`config.mk`:
```
export PLATFORM = sky130hd
export DESIGN_NAME = nfu3_ctrl
export DESIGN_NICKNAME = d
export VERILOG_FILES = /design/src/rtl/nfu3_ctrl_pkg.sv /design/src/rtl/nfu3_wr_tracker.sv /design/src/rtl/nfu3_ctrl.sv
export SDC_FILE = /design/constraint.sdc
export NUM_CORES = 1
export LEC_CHECK = 0
export BUFFER_PORTS_ARGS = -buffer_cell sky130_fd_sc_hd__buf_2
export CAP_MARGIN = 20
export CORE_MARGIN = 2
export CORE_UTILIZATION = 30
export DETAILED_ROUTE_END_ITERATION = 6
export PLACE_DENSITY_LB_ADDON = 0.12
export SYNTH_ARGS = -nofsm -noshare
export SYNTH_HDL_FRONTEND = slang
export SYNTH_SLANG_ARGS = --single-unit
```
`constraint.sdc`:
```
create_clock -name clk -period 2.65 [get_ports clk]
set_clock_uncertainty 0.2 [all_clocks]
set_input_delay 0.3975 -clock clk [delete_from_list [all_inputs] [get_ports clk]]
set_output_delay 0.3975 -clock clk [all_outputs]
set_load 0.05 [all_outputs]
```
`src/rtl/nfu3_ctrl_pkg.sv`:
```
// Shared types and default widths for the NFU-3 sequencer and its write tracker.
package nfu3_ctrl_pkg;

    localparam int DEF_BIT_WIDTH = 16;
    localparam int DEF_NUM_SEG   = 16;
    localparam int DEF_CNT_W     = 16;
    localparam int DEF_NFU3_LAT  = 2;

    typedef enum logic [2:0] {
        IDLE,
        LOAD,
        RUN,
        WAIT_FINAL,
        DONE
    } state_t;

    // Tracker entry flags; the tile index rides alongside in a CNT_W-wide pipe.
    typedef struct packed {
        logic valid;
        logic fin;
    } trk_flags_t;

endpackage

```
`src/rtl/nfu3_wr_tracker.sv`:
```
// Shift register following accepted NFU-2 beats down the NFU-3 pipeline and
// producing the NBout write strobe, path select and tile index.
module nfu3_wr_tracker
    import nfu3_ctrl_pkg::*;
#(
    parameter int CNT_W = DEF_CNT_W,
    parameter int LAT   = DEF_NFU3_LAT
) (
    input  logic             clk,
    input  logic             rst_n,
    input  logic             push,
    input  logic             push_final,
    input  logic [CNT_W-1:0] push_tile,
    output logic             wr_en,
    output logic             path_sel,
    output logic [CNT_W-1:0] wr_tile
);

    trk_flags_t       vld_pipe  [LAT:0];
    logic [CNT_W-1:0] tile_pipe [LAT:0];
    logic             part_wr;
    logic             fin_wr;

    always_ff @(posedge clk or negedge rst_n) begin
        if (!rst_n) begin
            for (int i = 0; i <= LAT; i++) begin
                vld_pipe[i]  <= '0;
                tile_pipe[i] <= '0;
            end
        end else begin
            vld_pipe[0]  <= '{valid: push, fin: push & push_final};
            tile_pipe[0] <= push_tile;
            for (int i = 1; i <= LAT; i++) begin
                vld_pipe[i]  <= vld_pipe[i-1];
                tile_pipe[i] <= tile_pipe[i-1];
            end
        end
    end

    // Partials bypass NFU-3 and write from stage 0; finals write after the full latency.
    assign part_wr  = vld_pipe[0].valid & ~vld_pipe[0].fin;
    assign fin_wr   = vld_pipe[LAT].valid & vld_pipe[LAT].fin;
    assign wr_en    = part_wr | fin_wr;
    assign path_sel = ~fin_wr;
    assign wr_tile  = fin_wr  ? tile_pipe[LAT] :
                      part_wr ? tile_pipe[0]   : '0;

endmodule

```
`src/rtl/nfu3_ctrl.sv`:
```
// NFU-3 stage sequencer: sigmoid coefficient load, NFU-2 beat counting per tile,
// NBout write sequencing with a stall while the final (sigmoid) result is in flight.
module nfu3_ctrl
    import nfu3_ctrl_pkg::*;
#(
    parameter int BIT_WIDTH = DEF_BIT_WIDTH,
    parameter int NUM_SEG   = DEF_NUM_SEG,
    parameter int CNT_W     = DEF_CNT_W,
    parameter int NFU3_LAT  = DEF_NFU3_LAT
) (
    input  logic                   clk,
    input  logic                   rst_n,
    input  logic                   i_cfg_start,
    input  logic [CNT_W-1:0]       i_cfg_num_in_iter,
    input  logic [CNT_W-1:0]       i_cfg_num_out_tiles,
    input  logic                   i_coef_valid,
    input  logic [2*BIT_WIDTH-1:0] i_coef_data,
    output logic                   o_coef_ready,
    output logic [2*BIT_WIDTH-1:0] o_sigmoid_coef,
    output logic                   o_load_sigmoid_coef,
    input  logic                   i_nfu2_valid,
    output logic                   o_nfu2_ready,
    output logic                   o_nbout_nfu2_nfu3,
    output logic                   o_nbout_wr_en,
    output logic [CNT_W-1:0]       o_nbout_tile,
    output logic                   o_busy,
    output logic                   o_done
);

    localparam int SEG_W = $clog2(NUM_SEG + 1);

    state_t           state, state_nxt;
    logic [CNT_W-1:0] in_last, tiles_q, in_cnt, tile_cnt;
    logic [SEG_W-1:0] seg_cnt;
    logic             coef_acc, nfu2_acc, seg_last, beat_last, tile_last, fin_wr;

    assign o_coef_ready = (state == LOAD);
    assign o_nfu2_ready = (state == RUN);
    assign o_busy       = (state != IDLE);
    assign o_done       = (state == DONE);

    assign coef_acc  = i_coef_valid & o_coef_ready;
    assign nfu2_acc  = i_nfu2_valid & o_nfu2_ready;
    assign seg_last  = (seg_cnt == SEG_W'(NUM_SEG - 1));
    assign beat_last = (in_cnt == in_last);
    assign tile_last = (tile_cnt == tiles_q - CNT_W'(1));
    assign fin_wr    = o_nbout_wr_en & ~o_nbout_nfu2_nfu3;

    always_ff @(posedge clk or negedge rst_n) begin
        if (!rst_n) state <= IDLE;
        else        state <= state_nxt;
    end

    always_comb begin
        state_nxt = state;
        case (state)
            IDLE:       if (i_cfg_start) state_nxt = LOAD;
            LOAD:       if (coef_acc && seg_last)
                            state_nxt = (tiles_q == '0) ? DONE : RUN;
            RUN:        if (nfu2_acc && beat_last) state_nxt = WAIT_FINAL;
            WAIT_FINAL: if (fin_wr) state_nxt = tile_last ? DONE : RUN;
            DONE:       state_nxt = IDLE;
            default:    state_nxt = IDLE;
        endcase
    end

    always_ff @(posedge clk or negedge rst_n) begin
        if (!rst_n) begin
            in_last  <= '0;
            tiles_q  <= '0;
            in_cnt   <= '0;
            tile_cnt <= '0;
            seg_cnt  <= '0;
        end else begin
            if (state == IDLE && i_cfg_start) begin
                // A zero beat count collapses to one beat per tile.
                in_last  <= (i_cfg_num_in_iter == '0) ? '0 : i_cfg_num_in_iter - CNT_W'(1);
                tiles_q  <= i_cfg_num_out_tiles;
                in_cnt   <= '0;
                tile_cnt <= '0;
                seg_cnt  <= '0;
            end
            if (coef_acc) seg_cnt <= seg_cnt + SEG_W'(1);
            if (nfu2_acc) in_cnt  <= beat_last ? '0 : in_cnt + CNT_W'(1);
            if (state == WAIT_FINAL && fin_wr) tile_cnt <= tile_cnt + CNT_W'(1);
        end
    end

    always_ff @(posedge clk or negedge rst_n) begin
        if (!rst_n) begin
            o_load_sigmoid_coef <= 1'b0;
            o_sigmoid_coef      <= '0;
        end else begin
            o_load_sigmoid_coef <= coef_acc;
            if (coef_acc) o_sigmoid_coef <= i_coef_data;
        end
    end

    nfu3_wr_tracker #(
        .CNT_W (CNT_W),
        .LAT   (NFU3_LAT)
    ) u_trk (
        .clk        (clk),
        .rst_n      (rst_n),
        .push       (nfu2_acc),
        .push_final (beat_last),
        .push_tile  (tile_cnt),
        .wr_en      (o_nbout_wr_en),
        .path_sel   (o_nbout_nfu2_nfu3),
        .wr_tile    (o_nbout_tile)
    );

endmodule

```
=== Yosys cells after proc, flatten, opt, wreduce, memory -nomap -nowiden ===
Index checks and enable logic that the tools add are counted.

* Bits in registers: 159
* Input port bits: 69
* Word-level logic and storage cells: 70

* Add/subtract/negate cells: 5
* Equality and inequality tests: 11
* Muxes and demuxes: 16
* Bitwise operators: 9
* Reductions and logical operators: 12

{| class="wikitable"
|+ Operators with widths
! operator !! number
|-
| two-way mux 16 bit || 7
|-
| adder 16 x 1 -> 16 bit (second input constant) || 2
|-
| == test 16 bit || 2
|-
| logical NOT 16 bit || 2
|-
| subtractor 16 x 1 -> 16 bit (second input constant) || 2
|-
| two-way mux 3 bit || 6
|-
| case mux 3 bit (4 select lines) || 1
|-
| two-way mux 5 bit || 2
|-
| AND 1 bit || 6
|-
| == test 3 x 2 -> 1 bit (second input constant) || 2
|-
| nonzero test 2 bit || 3
|-
| adder 5 x 1 -> 5 bit (second input constant) || 1
|-
| == test 5 x 4 -> 1 bit (second input constant) || 1
|-
| logical AND 1 bit || 4
|-
| inequality test 2 x 1 -> 1 bit (second input constant) || 2
|-
| inequality test 2 bit (second input constant) || 2
|-
| AND reduction 4 bit || 1
|-
| == test 3 x 1 -> 1 bit (second input constant) || 1
|-
| == test 3 bit (second input constant) || 1
|-
| logical NOT 3 bit || 1
|-
| nonzero test 3 bit || 1
|-
| NOT 1 bit || 2
|-
| OR 1 bit || 1
|}

=== Depth between registers and ports, before layout ===
Gate-level depths: netlist (run 1).

* Depth after elaboration: 6
* Mapped depth: 8
* Depth with buffers taken out: 8

=== Cells and area by module ===
From an unflattened synthesis (run 1), not the netlist that was laid out.

* Cell total of the unflattened synthesis: 709
* Area total of the unflattened synthesis: 7068.0 um^2

{| class="wikitable"
|+ By module, submodules not included
! module !! times used !! cells an instance !! area each (um^2) !! seq. area each (um^2)
|-
| nfu3_ctrl || 1 || 614 || 5402.7 || 2627.5
|-
| nfu3_wr_tracker || 1 || 95 || 1665.3 || 1351.3
|}

=== Worst setup path after synthesis (run 1) ===
OpenSTA, ideal clock, no wires.

* Path type: reg2reg
* Start: register state[1]
* End: register in_cnt[8]
* Arrival time: 2827 ps
* Required time: 2367 ps
* Path slack: -459 ps
* Cell stages (with the launch flop): 9
* Path buffers: 2
* Path through: dfrtp_1 clkbuf_1 nor3b_1 nand2_1 inv_1 nand2b_1 clkbuf_1 or3_1 o21ai_0

* Cells in the longest elaborated chain, start to end: 3
* Elaborated cells between the ends (all ways): 6
* Classes of those cells: eq/ne (1); mux (1); bitwise (1); reduce/logical (3)

{| class="wikitable"
|+ Ends and longest elaborated chain
! what !! RTL line !! RTL
|-
| start, declared || nfu3_ctrl.sv:32 || <nowiki>state_t state, state_nxt;</nowiki>
|-
| start signal, assigned || nfu3_ctrl.sv:51 || <nowiki>else state <= state_nxt;</nowiki>
|-
| == test 3 x 2 -> 1 bit * || nfu3_ctrl.sv:38 || <nowiki>assign o_nfu2_ready = (state == RUN);</nowiki>
|-
| via o_nfu2_ready || nfu3_ctrl.sv:22 || <nowiki>output logic o_nfu2_ready,</nowiki>
|-
| AND 1 bit * || nfu3_ctrl.sv:43 || <nowiki>assign nfu2_acc = i_nfu2_valid & o_nfu2_ready;</nowiki>
|-
| via nfu2_acc || nfu3_ctrl.sv:35 || <nowiki>logic coef_acc, nfu2_acc, seg_last, beat_last, tile_last, fin_wr;</nowiki>
|-
| two-way mux 16 bit or nonzero test 2 bit (tied branches) || - ||
|-
| end signal, assigned || nfu3_ctrl.sv:84 || <nowiki>if (nfu2_acc) in_cnt <= beat_last ? '0 : in_cnt + CNT_W'(1);</nowiki>
|-
| end, declared || nfu3_ctrl.sv:33 || <nowiki>logic [CNT_W-1:0] in_last, tiles_q, in_cnt, tile_cnt;</nowiki>
|}

The timed path passes the listed nets; every way through them passes the cells marked *.
A chain may end at the register's enable or synchronous reset.

=== Worst setup path after layout (run 1) ===
* Start: register tiles_q[1]
* End: register state[1]

* Cells in the longest elaborated chain, start to end: 5
* Elaborated cells between the ends (all ways): 8
* Classes of those cells: add/sub (1); eq/ne (1); mux (5); reduce/logical (1)

{| class="wikitable"
|+ Ends and longest elaborated chain
! what !! RTL line !! RTL
|-
| start, declared || nfu3_ctrl.sv:33 ||
|-
| start signal, assigned || nfu3_ctrl.sv:78 || <nowiki>tiles_q <= i_cfg_num_out_tiles;</nowiki>
|-
| subtractor 16 x 1 -> 16 bit || nfu3_ctrl.sv:46 || <nowiki>assign tile_last = (tile_cnt == tiles_q - CNT_W'(1));</nowiki>
|-
| == test 16 bit || nfu3_ctrl.sv:46 ||
|-
| two-way mux 3 bit (2 in a row) || nfu3_ctrl.sv:61 || <nowiki>WAIT_FINAL: if (fin_wr) state_nxt = tile_last ? DONE : RUN;</nowiki>
|-
| case mux 3 bit (4 select lines) * || nfu3_ctrl.sv:56 || <nowiki>case (state)</nowiki>
|}

Mark *: on every way between the ends. The rest lies on a longest branch, timed or not. The select of a mux whose other input is x is not followed.

==> flow_summary.json, run 1 <==
{
  "htree_levels": 4,
  "clock_latency_ps": 420,
  "grt_pass1_wl_mm": 28.8,
  "cts_tree": "yes",
  "synthTopCellsByArea": "dfrtp_1 57%, nand2_1 9.8%, xnor2_1 4.6%",
  "design.core.area_mm2": 0.0226,
  "drc_errors": 0,
  "required_ps": 2730,
  "numCtsBuffers": 17,
  "first_global_vias": 5738,
  "die_y_um": 156,
  "critPathBufInv": 1,
  "dp.cells": 1120,
  "worst_pin_slew_ps": 693,
  "fin_crit_sh_pct": 100,
  "vias": 5672,
  "p_clk_share_pct": 27.2,
  "drt_first_pass_iters": 4,
  "portBuffers": 123,
  "grt_antenna_before_repair": 0,
  "wirelength_mm": 17.3,
  "row_count": 55,
  "syn_area_per_cell_um2": 9.94,
  "max_stage_delay_ps": 580,
  "power_leakage_nw": 4.49,
  "ir_drop_uv": 343,
  "overflow": 0,
  "relSlewSlack_pct": 53.7,
  "drv_slew": 0,
  "clock-sinks": 159,
  "ant_nets": 0,
  "dieArea_mm2": 0.0243,
  "switching_share_pct": 37.9,
  "synthesis.area_mm2": 0.00693,
  "diodes": 0,
  "crit_fanout": 4,
  "comb_power_share_pct": 33.0,
  "yosysWarnings": 0,
  "synth_edf_count": 0,
  "grt_usage_pct": 14.9,
  "violations": "negative setup slack",
  "path_clk_slew_ps": 60,
  "drt_iter0_drc": 251,
  "nets": 983,
  "critical_path_class": "reg -> reg",
  "arrival_ps": 2740,
  "power_density_mw_per_mm2": 937,
  "switching_power_w": 0.00333,
  "setup_slack_ps": -2.76,
  "cp_slowest_cell": "or4_4",
  "fillers": 2187,
  "mostFrequentLayoutCells": "181 x nand2_1, 159 x dfrtp_1, 122 x buf_2",
  "grt_max_degree": 60,
  "num_io_pins": 124,
  "vias_per_cell": 4.70,
  "cap_violations": 0,
  "syn_nets": 772,
  "setup_violations": 1,
  "clockBufferDepth": 2,
  "cts_root_buf": "clkbuf_16",
  "hp-class": "in -> reg",
  "p_seq_share_pct": 39.8,
  "total_power_w": 0.00879,
  "synth_ff_type": "dfrtp_1",
  "ys_seq_area_share_pct": 57.4,
  "gp_congestion": 0.778,
  "multi_input_area_mm2": 0.00289,
  "status": "finished with violations",
  "layout-drive-gt1-share_pct": 24.4,
  "finalNonFillerCells": 1206,
  "synth-seq-cells": 159,
  "fmax_mhz": 377,
  "layout_commonest_cell": "nand2_1",
  "critPathTopFamily": "simple AND/OR/NAND/NOR gates",
  "crit_chain": "buf_4 -> or4_4 -> or3_4 -> a311oi_2 -> o2111ai_2 -> a2111oi_4 -> a211oi_2",
  "p_int_w": 0.00546,
  "post-synth-top-area-fraction_pct": 57.4,
  "area_growth_pct": 35.4,
  "start_util_pct": 30.6,
  "start_kind": "register",
  "crit_path_end_kind": "register",
  "final.min_clock_period_ps": 2650,
  "synth_cells": 697,
  "wl_per_cell_um": 14.4,
  "dieWidth_um": 156,
  "holdWs_ps": 94.9,
  "rsz0062_at_grt": "yes",
  "regArea_mm2": 0.00398,
  "synth_cell_types": 50,
  "async_flop_share_pct": 100,
  "hold_viol_final": 0,
  "dpl.hpwl_mm": 12.4,
  "yosysTopAreaCell": "dfrtp_1"
}
==> cell families (layout without fill, tap and decap cells) <==
logic type                 count (synthesis)  count (layout)  share of synthesized area (%)
AOI/OAI and AO/OA                        127             127                           12.4
xor gates and xnor gates                  42              42                           5.31
adders and majority gates                  6               6                           1.08
buffers and inverters                     46             270                           2.67
DFF                                      159             159                           57.4
and+or+nand+nor                          317             317                           21.2
==> metal layers <==
layer	GRT usage (%)	routed length [µm]	vias to the layer above	share of wire, %
met5	0	0	-	0
met4	4.94	218	0	1.3
met3	3.11	659	13	3.8
met2	23.3	7790	128	45
met1	20.6	8680	2688	50
li1	-	-	2843	-
==> power groups by stage <==
stage	logic (W)	clock network, W	registers [W]
global placement	0.00264	0	0.00351
finish	0.00290	0.00239	0.00350
global route	0.00318	0.00258	0.00359
floorplan	0.00106	0	0.00425
CTS	0.00287	0.00247	0.00350
detailed placement	0.00269	0	0.00354
==> cell type report <==
| cell class | instances | share of cell area, % |
|---|---|---|
| clock inverter | 13 | 1.36 |
| tap | 285 | 3.80 |
| timing repair buffer | 219 | 16.1 |
| inverter | 19 | 0.760 |
| multi-input combinational | 492 | 30.8 |
| sequential | 159 | 42.4 |
| clock buffer | 19 | 4.83 |
==> synth_stat cells (all sizes together) (7+ instances only) <==
master and n:
o21ai 49, inv 18, nor3 10, clkbuf 24, o211ai 7, a21oi 9, nand4 14, nand3 22
a22o 20, nand2 181, and3 9, nor4 9, xnor2 36, a21o 11, nor2 29, nor3b 12
o31ai 10, or4 8, dfrtp 159
==> sequential cells by signal, summed over array words and instances, names as in the netlist <==
name                 flops
u_trk.tile_pipe         48
o_sigmoid_coef          32
in_cnt                  16
in_last                 16
tile_cnt                16
tiles_q                 16
u_trk.vld_pipe           6
seg_cnt                  5
state                    3
o_load_sigmoid_coef      1
==> final timing paths <==
kind / startpoint / to / slack (ps) / cells after the start
setup / recovery: tiles_q[1] / state[1] / -3 / 7
hold / removal: i_coef_valid / state[2] / 90 / 3
max in group asynchronous: rst_n / seg_cnt[4] / 1210 / 3
setup reg to reg: tiles_q[1] / state[1] / -3 / 7
hold reg to reg: u_trk.vld_pipe[2] / u_trk.vld_pipe[4] / 140 / 0
min in group asynchronous: rst_n / tile_cnt[11] / 330 / 2
==> stage by stage <==
stage          worst slack (ps)  cell area (µm²)  util [%]  setup TNS, ps
2_1_floorplan              1.82             6940         -              0
3_3_place_gp              -96.7             8150      36.0           -151
3_5_place_dp               -167             8150      36.0           -280
4_1_cts                   -38.7             9340      41.2          -58.2
5_1_grt                   -65.3             9380      41.4           -123
6_report                  -2.76             9380      41.4          -2.76
==> worst min-delay path: stages <==
cell	delay (ps)
buf_2	120
nand3_1	90
o2bb2ai_1	70
==> timing repair <==
item                       CTS  global route
gates resized for setup     14             7
pin swaps                    8            11
hold endpoints to repair   104             0
setup endpoints to repair    2             3
buffers inserted             4             1
hold buffers                50             0
No activity file was read; power rests on OpenSTA's default activity.
==> inputs of run 2 (changes only) <==
--- a/config.mk
+++ b/config.mk
@@ -10,7 +10,7 @@
 export CORE_MARGIN = 2
 export CORE_UTILIZATION = 30
 export DETAILED_ROUTE_END_ITERATION = 6
-export PLACE_DENSITY_LB_ADDON = 0.12
+export PLACE_DENSITY = 0.49
 export SYNTH_ARGS = -nofsm -noshare
 export SYNTH_HDL_FRONTEND = slang
 export SYNTH_SLANG_ARGS = --single-unit
==> run 2 against run 1 <==
  * The run now ends clean
  * Critical path depth stayed put
  * Die area stayed put
  * Final area is 0.29% lower
  * Non-clock buffer count is 3 higher
  * Utilization is 0.12 points lower
  * Flip-flop and latch count stayed put
  * Critical path type unchanged
  * Critical endpoint unchanged
  * Highest routed layer unchanged
==> flow_summary.json, run 2 (same netlist as run 1, synthesis figures left out) <==
{
  "power_density_mw_per_mm2": 929,
  "grt_antenna_before_repair": 0,
  "relSlewSlack_pct": 54.7,
  "portBuffers": 123,
  "setup_violations": 0,
  "clockBufferDepth": 2,
  "dp_slack_ps": -84.1,
  "cap_violations": 0,
  "max_stage_delay_ps": 560,
  "crit_chain": "buf_4 -> or4_4 -> or4_1 -> nand4_1 -> o32ai_2 -> a2111oi_4 -> a211oi_1",
  "hold_viol_final": 0,
  "path_clk_slew_ps": 70,
  "cts_root_buf": "clkbuf_16",
  "final_area_mm2": 0.00936,
  "max_flop_register": "u_trk.tile_pipe",
  "gp_congestion": 0.791,
  "overflow": 0,
  "arrival_ps": 2720,
  "start_util_pct": 30.6,
  "ir_drop_uv": 351,
  "vias": 5570,
  "switching_share_pct": 38.6,
  "wirelength_mm": 16.9,
  "regArea_mm2": 0.00398,
  "p_clk_share_pct": 27.3,
  "fillers": 2256,
  "die_y_um": 156,
  "grt_max_degree": 72,
  "largest_register_ffs": 48,
  "numCtsBuffers": 17,
  "dieWidth_um": 156,
  "required_ps": 2750,
  "power_leakage_nw": 4.47,
  "total_power_w": 0.00869,
  "worst_pin_slew_ps": 677,
  "drt_iter0_drc": 317,
  "hp-class": "in -> reg",
  "nets": 986,
  "cp_slowest_cell": "or4_4",
  "htree_levels": 4,
  "setup_tns_ps": 0,
  "row_count": 55,
  "dieArea_mm2": 0.0243,
  "crit_path_end_kind": "register",
  "drt_first_pass_iters": 4,
  "ant_nets": 0,
  "clock-sinks": 159,
  "design.core.area_mm2": 0.0226,
  "multi_input_area_mm2": 0.00286,
  "crit_fanout": 4,
  "diodes": 0,
  "first_global_vias": 5416,
  "grt_pass1_wl_mm": 28.0,
  "drc_errors": 0,
  "layout_commonest_cell": "nand2_1",
  "rsz0062_at_grt": "yes",
  "vias_per_cell": 4.61,
  "critPathBufInv": 1,
  "setup_slack_ps": 26.6,
  "mostFrequentLayoutCells": "181 x nand2_1, 159 x dfrtp_1, 122 x buf_2",
  "start_kind": "register",
  "comb_power_share_pct": 32.7,
  "switching_power_w": 0.00335,
  "fin_crit_sh_pct": 99.0,
  "grt_usage_pct": 14.6,
  "layout-drive-gt1-share_pct": 24.0,
  "status": "finished, final reports clean",
  "critPathTopFamily": "simple AND/OR/NAND/NOR gates",
  "drv_slew": 0,
  "top_regs": "u_trk.tile_pipe (48), o_sigmoid_coef (32)",
  "clock_latency_ps": 430,
  "area_growth_pct": 35.0,
  "critical_path_class": "reg -> reg",
  "p_seq_share_pct": 40.0,
  "placed_area_mm2": 0.00816,
  "dpl.hpwl_mm": 11.8,
  "final.min_clock_period_ps": 2620,
  "cts_tree": "yes",
  "fmax_mhz": 381,
  "wl_per_cell_um": 14.0,
  "num_io_pins": 124,
  "p_int_w": 0.00534
}
[run 2: cell count changes in the layout (fill, tap and decap cells not counted), moves of 2 or more]
cell,change
a211oi_2,-2
buf_4,+5
clkbuf_8,-2
clkinv_2,-3
clkinv_8,+2
clkinvlp_4,+3
inv_6,-2
inv_8,+3
nor3b_1,-2
nor4_1,+3
nor4_2,-3
[run 2: layout make-up]
| cell class | instances | area share (%) |
|---|---|---|
| Multi-Input combinational cell | 492 | 30.6 |
| Clock buffer | 18 | 4.59 |
| Inverter | 19 | 0.762 |
| Tap cell | 285 | 3.81 |
| Timing Repair Buffer | 222 | 16.2 |
| Sequential cell | 159 | 42.5 |
| Clock inverter | 14 | 1.55 |
[run 2: final timing paths]
kind | to | cells after the start | slack (ps) | startpoint
setup / recovery | state[1] | 7 | 30 | tiles_q[0]
hold / removal | state[2] | 3 | 50 | i_coef_valid
setup reg to reg | state[1] | 7 | 30 | tiles_q[0]
hold reg to reg | u_trk.vld_pipe[4] | 0 | 150 | u_trk.vld_pipe[2]
max in group asynchronous | o_sigmoid_coef[8] | 3 | 1290 | rst_n
min in group asynchronous | in_last[0] | 2 | 240 | rst_n
[run 2: worst reg2reg max path, stage by stage, from the launching register on]
cell       delay [ps]
dfrtp_1           390
buf_4             140
or4_4             560
or4_1             510
nand4_1           100
o32ai_2           100
a2111oi_4         390
a211oi_1          120
[run 2: metal layers]
| metal | global-route usage [%] | routed length (µm) | vias to the layer above | part of all wire (%) |
|---|---|---|---|---|
| li1 | - | - | 2842 | - |
| met1 | 20.9 | 8550 | 2627 | 51 |
| met2 | 22.3 | 7670 | 91 | 45 |
| met3 | 3.03 | 511 | 10 | 3.0 |
| met4 | 4.24 | 146 | 0 | 0.87 |
| met5 | 0 | 0 | - | 0 |
[run 2: metrics by stage]
stage	instances	utilization [%]	hold slack [ps]
after floorplan	697	-	-98.1
after global placement	1123	36.1	132
after detailed placement	1123	36.1	135
after CTS	1207	41.0	0.876
after global routing	1209	41.3	48.3
final	1209	41.3	53.5
[run 2: timing repair]
item,CTS,global route
buffers inserted,3,1
gates resized for setup,6,10
endpoints found under the setup margin,2,8
endpoints found under the hold margin,86,1
pin swaps,2,3
hold buffers,49,1
[run 2: power groups by stage]
stage | clock network [W] | logic [W] | registers, W
floorplan | 0 | 0.00106 | 0.00425
finish | 0.00237 | 0.00284 | 0.00348
CTS | 0.00243 | 0.00279 | 0.00348
detailed placement | 0 | 0.00267 | 0.00352
global placement | 0 | 0.00267 | 0.00351
global route | 0.00255 | 0.00311 | 0.00358
==> inputs of run 3 (changes only) <==
--- a/config.mk
+++ b/config.mk
@@ -13,4 +13,5 @@
 export PLACE_DENSITY = 0.49
 export SYNTH_ARGS = -nofsm -noshare
 export SYNTH_HDL_FRONTEND = slang
+export SYNTH_HIERARCHICAL = 1
 export SYNTH_SLANG_ARGS = --single-unit
==> run 3 against run 2 <==
  * Global-route usage shrank 0.15 points
  * Flip-flop and latch count unchanged
  * Cell count rose by 1.6%
  * Via count fell by 1.5%
  * Non-clock buffer count down 26
  * Sequential power is 23% lower
  * Worst setup slack gained 190 ps
  * Utilization fell by 1.7 points
  * Power fell by 32%
  * Combinational power down 71%
  * Routed wire length up 0.65%
  * Largest power group unchanged
==> flow_summary.json, run 3 <==
{
  "yosysTopAreaCell": "dfrtp_1",
  "synth_edf_count": 0,
  "row_count": 56,
  "setup_tns_ps": 0,
  "layout-drive-gt1-share_pct": 22.1,
  "clock_latency_ps": 430,
  "top_regs": "u_trk/tile_pipe (48), o_sigmoid_coef (32)",
  "total_power_w": 0.00589,
  "clock-sinks": 159,
  "setup_violations": 0,
  "fin_crit_sh_pct": 92.0,
  "arrival_ps": 2540,
  "async_flop_share_pct": 100,
  "max_stage_delay_ps": 540,
  "relSlewSlack_pct": 70.8,
  "synth_most_common_cell": "nand2_1",
  "dieArea_mm2": 0.0248,
  "die_y_um": 157,
  "cap_violations": 0,
  "diodes": 0,
  "nets": 971,
  "ir_drop_uv": 332,
  "wl_per_cell_um": 13.8,
  "rsz0062_at_grt": "no",
  "grt_antenna_before_repair": 0,
  "dp_slack_ps": 170,
  "portBuffers": 123,
  "grt_max_degree": 66,
  "syn_nets": 784,
  "required_ps": 2750,
  "multi_input_area_mm2": 0.00294,
  "synthesis.area_mm2": 0.00707,
  "ant_nets": 0,
  "final.min_clock_period_ps": 2440,
  "synth_cell_types": 65,
  "numCtsBuffers": 17,
  "crit_top_cell": "or3_1",
  "finalNonFillerCells": 1228,
  "synth_common_cells": "188 x nand2_1, 159 x dfrtp_1, 42 x o21ai_0",
  "crit_fanout": 6,
  "post-synth-top-area-fraction_pct": 56.3,
  "vias": 5484,
  "critical_path_class": "reg -> reg",
  "grt_pass1_wl_mm": 27.9,
  "grt_usage_pct": 14.4,
  "synth_cells": 709,
  "gp_congestion": 0.798,
  "start_util_pct": 30.3,
  "dp.cells": 1146,
  "dieWidth_um": 157,
  "start_kind": "register",
  "power_leakage_nw": 4.37,
  "crit_path_end_kind": "register",
  "wirelength_mm": 17.0,
  "hp-class": "in -> reg",
  "overflow": 0,
  "worst_pin_slew_ps": 434,
  "largest_register_ffs": 48,
  "drt_iter0_drc": 356,
  "dpl.hpwl_mm": 12.1,
  "cts_tree": "yes",
  "setup_slack_ps": 212,
  "hold_viol_final": 0,
  "fmax_mhz": 410,
  "ys_seq_area_share_pct": 56.3,
  "design.core.area_mm2": 0.0233,
  "status": "finished, final reports clean",
  "synth_ff_type": "dfrtp_1",
  "fillers": 2337,
  "num_io_pins": 124,
  "power_density_mw_per_mm2": 636,
  "drt_first_pass_iters": 4,
  "area_growth_pct": 30.9,
  "vias_per_cell": 4.47,
  "mostFrequentLayoutCells": "188 x nand2_1, 159 x dfrtp_1, 121 x buf_2",
  "crit_chain": "or3_1 -> or3_1 -> or4_1 -> a21oi_1 -> a311o_1 -> o21ai_1",
  "placed_area_mm2": 0.00817,
  "yosysWarnings": 6,
  "synthTopCellsByArea": "dfrtp_1 56%, nand2_1 10%, xnor2_1 5.0%",
  "critPathTopFamily": "simple AND/OR/NAND/NOR gates",
  "drv_slew": 0,
  "path_clk_slew_ps": 70,
  "syn_area_per_cell_um2": 9.97,
  "clockBufferDepth": 2,
  "synth-seq-cells": 159,
  "cp_slowest_cell": "or4_1",
  "max_flop_register": "u_trk/tile_pipe",
  "htree_levels": 4,
  "regArea_mm2": 0.00398,
  "layout_commonest_cell": "nand2_1",
  "final_area_mm2": 0.00925,
  "first_global_vias": 5502,
  "critPathBufInv": 0,
  "cts_root_buf": "clkbuf_16",
  "drc_errors": 0
}
-- run 3: cell types whose count changed after synthesis, sizes merged, moves of 5 or more --
cell	before	now
nor3b	12	1
o31ai	10	4
nand2	181	190
inv	18	7
and3	9	33
a21o	11	3
nand2b	5	10
buf	3	9
xor2	6	18
a22o	20	2
o211ai	7	1
clkbuf	24	19
o21ai	49	54
a31o	0	16
-- run 3: what timing repair did --
| action | 4_1_cts | 5_1_grt |
|---|---|---|
| endpoints found under the hold margin | 92 | 0 |
| hold buffers | 50 | 0 |
| endpoints found under the setup margin | 0 | 3 |
| resized for setup | 0 | 2 |
| buffers inserted | 0 | 1 |
-- run 3: power breakdown --
group	switching (W)	internal, W
Sequential	0.000132	0.00253
Clock	0.00103	0.00137
Combinational	0.000492	0.000332
Total	0.00165	0.00424
-- run 3: worst min-delay path: stages --
cell	delay, ps
buf_2	100
a211oi_1	60
nor2_1	70
-- run 3: cell families after synthesis --
| logic type | count (synthesis) | share of synthesized area (%) |
|---|---|---|
| flops | 159 | 56.3 |
| simple gates | 340 | 23.2 |
| xor+xnor | 58 | 7.19 |
| mux | 4 | 0.584 |
| fa+ha+maj | 6 | 1.06 |
| compound gates | 106 | 9.44 |
| buf+inv | 36 | 2.19 |
-- run 3: final cells by class --
cell class	instances	area share, %
Clock buffer	20	4.94
Clock inverter	12	1.34
Inverter	8	0.324
Multi-Input combinational cell	514	31.8
Sequential cell	159	43.0
Tap cell	319	4.31
Timing Repair Buffer	196	14.3
-- run 3: per-layer routing --
layer | track usage, % | vias to the layer above | wire length [µm]
met5 | 0 | - | 0
met4 | 5.19 | 0 | 277
met3 | 3.00 | 16 | 748
met2 | 22.4 | 126 | 7380
met1 | 19.9 | 2544 | 8590
li1 | - | 2798 | -
-- run 3: final timing paths --
kind,startpoint,to,slack (ps),cells past startpoint
setup / recovery,tiles_q[10],state[1],210,6
hold / removal,i_cfg_num_in_iter[14],in_last[14],40,3
setup reg to reg,tiles_q[10],state[1],210,6
hold reg to reg,u_trk/tile_pipe[31],u_trk/tile_pipe[47],140,0
max in group asynchronous,rst_n,tile_cnt[13],1260,3
min in group asynchronous,rst_n,o_sigmoid_coef[3],270,2
-- run 3: per-stage QoR --
step	hold WS (ps)	utilization, %
2_1_floorplan	-98.1	-
3_3_place_gp	131	35.0
3_5_place_dp	136	35.0
4_1_cts	20.9	39.6
5_1_grt	85.5	39.7
6_report	40.1	39.7
